==> config.mk <==
export PLATFORM = sky130hd
export DESIGN_NAME = alarm_countdown_timer
export DESIGN_NICKNAME = d
export VERILOG_FILES = /design/src/rtl/alarm_countdown_timer.sv
export SDC_FILE = /design/constraint.sdc
export NUM_CORES = 1
export LEC_CHECK = 0
export CORE_ASPECT_RATIO = 1.5
export CORE_MARGIN = 4
export CORE_UTILIZATION = 25
export DETAILED_ROUTE_END_ITERATION = 7
export GPL_ROUTABILITY_DRIVEN = 0
export GPL_TIMING_DRIVEN = 1
export PLACE_DENSITY = 0.39
export SLEW_MARGIN = 25
export SYNTH_ARGS = -nofsm -noshare
export SYNTH_HDL_FRONTEND = slang
export SYNTH_SLANG_ARGS = --single-unit
==> constraint.sdc <==
create_clock -name clock -period 1.8 [get_ports clock]
set_input_delay 0.18 -clock clock [delete_from_list [all_inputs] [get_ports clock]]
set_output_delay 0.18 -clock clock [all_outputs]
set_load 0.01 [all_outputs]
==> src/rtl/alarm_countdown_timer.sv <==
// Seconds countdown timer for the alarm controller: loads a duration on start_timer,
// decrements once per prescaler period, pulses expired at zero, and emits 1 Hz / 0.5 Hz strobes.
module alarm_countdown_timer #(
  parameter int CLK_HZ  = 100_000_000,
  parameter int VALUE_W = 4
) (
  input  logic               clock,
  input  logic               reset,
  input  logic               start_timer,
  input  logic [VALUE_W-1:0] value,
  output logic               expired,
  output logic               one_hz_enable,
  output logic               half_hz_enable,
  output logic [VALUE_W-1:0] value_display,
  output logic               busy
);

  localparam int PW = (CLK_HZ > 1) ? $clog2(CLK_HZ) : 1;
  localparam logic [PW-1:0] PRESC_LAST = PW'(CLK_HZ - 1);

  typedef enum logic {
    IDLE    = 1'b0,
    RUNNING = 1'b1
  } state_e;

  state_e             state_q, state_d;
  logic [PW-1:0]      presc_q, presc_d;
  logic               phase_q, phase_d;
  logic [VALUE_W-1:0] count_q, count_d;
  logic               expired_q, expired_d;
  logic               tick;

  assign tick = (presc_q == PRESC_LAST);

  always_ff @(posedge clock or negedge reset) begin
    if (!reset) begin
      state_q   <= IDLE;
      presc_q   <= '0;
      phase_q   <= 1'b0;
      count_q   <= '0;
      expired_q <= 1'b0;
    end else begin
      state_q   <= state_d;
      presc_q   <= presc_d;
      phase_q   <= phase_d;
      count_q   <= count_d;
      expired_q <= expired_d;
    end
  end

  always_comb begin
    state_d   = state_q;
    presc_d   = tick ? '0 : presc_q + PW'(1);
    phase_d   = tick ? ~phase_q : phase_q;
    count_d   = count_q;
    expired_d = 1'b0;

    if (start_timer) begin
      // A (re)load realigns the second boundary and suppresses any coincident expiry.
      presc_d   = '0;
      phase_d   = 1'b0;
      count_d   = value;
      if (value != '0) begin
        state_d = RUNNING;
      end else begin
        state_d   = IDLE;
        expired_d = 1'b1;
      end
    end else begin
      case (state_q)
        IDLE: begin
          count_d = '0;
        end
        RUNNING: begin
          if (tick) begin
            if (count_q <= VALUE_W'(1)) begin
              count_d   = '0;
              state_d   = IDLE;
              expired_d = 1'b1;
            end else begin
              count_d = count_q - VALUE_W'(1);
            end
          end
        end
        default: begin
          state_d = IDLE;
          count_d = '0;
        end
      endcase
    end
  end

  assign one_hz_enable  = tick;
  assign half_hz_enable = tick & phase_q;
  assign expired        = expired_q;
  assign value_display  = count_q;
  assign busy           = (state_q == RUNNING);

endmodule

==> run summary <==
status: complete, but fails checks
violated checks: negative setup slack
Power Density: 560 mW/mm²
IO Port Bufs: 14
Num Clock Sinks: 34
Row Count: 38
setup tns final: -158 ps
asr flop ratio synth: 100%
Syn Area/Cell: 9.37 µm²
crit path cell chain: ha_4, nand4_4, or4_4, or4_1, a21oi_1
CP endpoint kind: flop
Slew headroom: 69.3%
top-count cell post-synth: dfrtp_1
Critical path buffers and inverters: 0
Final ANT Viol Nets: 0
crit-path max FO: 6
sw power: 0.417 mW
Clk Tree Root Cell: clkbuf_8
Post-Syn Area: 0.00191 mm²
Final Hold Vio Count: 0
met1 Use GR: 15.6%
part of the power in combinational logic: 10.4%
fmax: 533 MHz
Critical Path AT: 2100 ps
Tot Pwr: 1.67 mW
die footprint: 0.00913 mm²
GRT busiest layer: met2
Cells after Synth: 204
total CTS buffers: 5
crit path time final: 1870 ps
area grow syn2layout: 56.3%
CP delay by family, top: simple AND/OR/NAND/NOR gates
M2 GR Usage: 26.5%
grt total ovfl: 0
WS Path Type: flop to flop
Setup WS post-layout: -74.7 ps
Die H: 115 µm
Yosys cell types: 43
CORE AREA: 0.00732 mm²
Worst Path Required: 2020 ps
Synth Register Bits: 34
Worst-Margin Slew: 461 ps
crit-path max cell delay: 490 ps
crit path max-delay cell type: or4_4
Post-synth EDFFs: 0
Synth top area share: 44.5%
RSZ-0062 raised after global routing: true
Syn. warnings: 0
Post-Syn Nets: 214
Antenna Cells: 0
overall global routing resource usage: 14.6%
Synth Flop Type: dfrtp_1
vias per cell: 4.90
Ports: 15
first-pass GRT wire length: 10200 µm
sw frac: 24.9%
HPWL after DPL: 4140 µm
antenna violations before repair: 0
CTS tree: done
Worst Skew: 5.87 ps
DR pass1 iterations: 6
DRC viols: 0
register share of total power: 47.8%
number of global-route vias before repair: 2066
Peak VDD IR: 0.000209 V
sequential element share of the synthesized area: 44.5%
via count: 1911
Clk Latency, worst-skew pair: 300 ps
Worst-path clk slew: 80 ps
Starting Density: 26.1%
Lkg Pwr: 1.25 nW
share of cells above drive strength 1: 39.3%
HP Class: input pin to async pin
CTS HTree Levels: 2
Hold WS: 459 ps
NumNets Final: 299
max-slew violation count: 0
synth top area cells: dfrtp_1, o31ai_1, or4_1, nand3_1, xor2_1
clock tree buffer depth: 2
First DRT Iteration DRCs: 48
met3 Use GR: 2.98%
Routed WL: 6210 µm
CP startpoint kind: flop
Die X: 79.4 µm
crit share post-route: 104%
largest net degree at the start of global routing: 35
maximum capacitance violations: 0
Clk pwr share: 41.8%
area leader, netlist: dfrtp_1
routed length per placed instance: 15.9 µm
internal power: 1.26 mW
fill count: 771
# setup viols final: 4
list of most frequent post-synthesis cells: dfrtp_1, nor2_1, nand2_1, nand3_1, a21oi_1
[cell usage in the layout, fill, tap and decap left out, types with 2 or more instances in the layout]
cell / Yosys / layout
inv_1: 7 / 7
or4_1: 10 / 9
dfrtp_1: 34 / 32
buf_6: 1 / 8
nor2_1: 18 / 18
o21ai_0: 7 / 6
clkdlybuf4s50_1: 0 / 11
a21oi_2: 1 / 5
xnor2_1: 3 / 3
o211ai_1: 2 / 2
nand4_1: 7 / 7
a21oi_1: 13 / 9
nand2_1: 16 / 14
and3_1: 4 / 4
buf_2: 3 / 3
dfrtp_2: 0 / 2
or4_4: 1 / 3
ha_1: 3 / 2
or4b_2: 2 / 2
nor3_1: 4 / 3
buf_12: 0 / 2
nand3_2: 0 / 3
buf_4: 0 / 57
or3_4: 0 / 2
nand2_2: 0 / 2
and4_4: 0 / 2
and4_1: 5 / 3
nand3_1: 14 / 11
clkbuf_8: 0 / 8
o31ai_1: 10 / 9
xor2_1: 8 / 8
nor4bb_2: 0 / 2
or3_1: 5 / 4
[power by group through the flow]
| stage | Clock [mW] | Combinational, mW | Sequential (mW) |
|---|---|---|---|
| 3_5_place_dp | 0 | 0.152 | 0.814 |
| 6_report | 0.700 | 0.174 | 0.799 |
| 4_1_cts | 0.730 | 0.158 | 0.799 |
| 2_1_floorplan | 0 | 0.0551 | 0.815 |
| 3_3_place_gp | 0 | 0.153 | 0.814 |
| 5_1_grt | 0.762 | 0.194 | 0.802 |
[metal layers]
layer	routed length, µm	vias to the layer above
li1	-	936
met1	2590	933
met2	3280	29
met3	162	13
met4	184	0
met5	0	-
[worst min-delay path, cell delays in order]
cell,delay (ps)
dlygate4sd3_1,520
buf_2,100
buf_4,390
[kinds of logic (layout without fill, tap and decap cells)]
logic type / count (synthesis) / after routing / share of synthesized area (%)
xor+xnor: 11 / 11 / 5.04
fa+ha+maj: 3 / 3 / 1.96
compound gates: 40 / 40 / 13.6
flops: 34 / 34 / 44.5
simple gates: 102 / 103 / 31.5
buf+inv: 14 / 99 / 3.34
[registers in the layout, summed over array words and instances (netlist names)]
| register | cells |
|---|---|
| busy | 1 |
| presc_q | 27 |
| phase_q | 1 |
| expired | 1 |
| value_display | 4 |
[worst paths after layout]
check                                           start                           end  slack, ps  cells past startpoint
worst max-delay path             presc_q[1]$_DFF_PN0_         presc_q[24]$_DFF_PN0_        -70                      5
worst min-delay path                            reset  value_display[0]$_DFFE_PN0P_        460                      3
worst max register to register   presc_q[1]$_DFF_PN0_         presc_q[24]$_DFF_PN0_        -70                      5
worst min register to register  presc_q[22]$_DFF_PN0_         presc_q[22]$_DFF_PN0_        560                      2
max in group asynchronous                       reset          presc_q[9]$_DFF_PN0_       1000                      3
min in group clock                           value[2]  value_display[2]$_DFFE_PN0P_        480                      3
[metrics by stage]
stage | utilization [%] | area, µm² | setup slack, ps | std cells
after floorplan | - | 1920 | 0.0618 | 204
after global placement | 34.9 | 2560 | -80.5 | 364
after detailed placement | 34.9 | 2560 | -106 | 364
after CTS | 38.3 | 2800 | -70.3 | 383
after global routing | 40.8 | 2990 | -140 | 390
final | 40.8 | 2990 | -74.7 | 390
[repair_timing]
action,CTS,global route
resized for setup,17,32
hold buffers,1,0
setup endpoints to repair,28,34
pin swaps,6,14
endpoints found under the hold margin,34,0
buffers inserted,9,6
gates cloned,1,1
[area by class of cell]
class	instances	area, µm²	share of cell area, %
clock buffers	8	110	3.69
inverters	7	26.3	0.880
multi-input cells	157	1140	38.1
flip-flops and latches	34	853	28.6
well taps	100	125	4.19
repair buffers	84	733	24.5
Power figures use the tool's default switching activity.
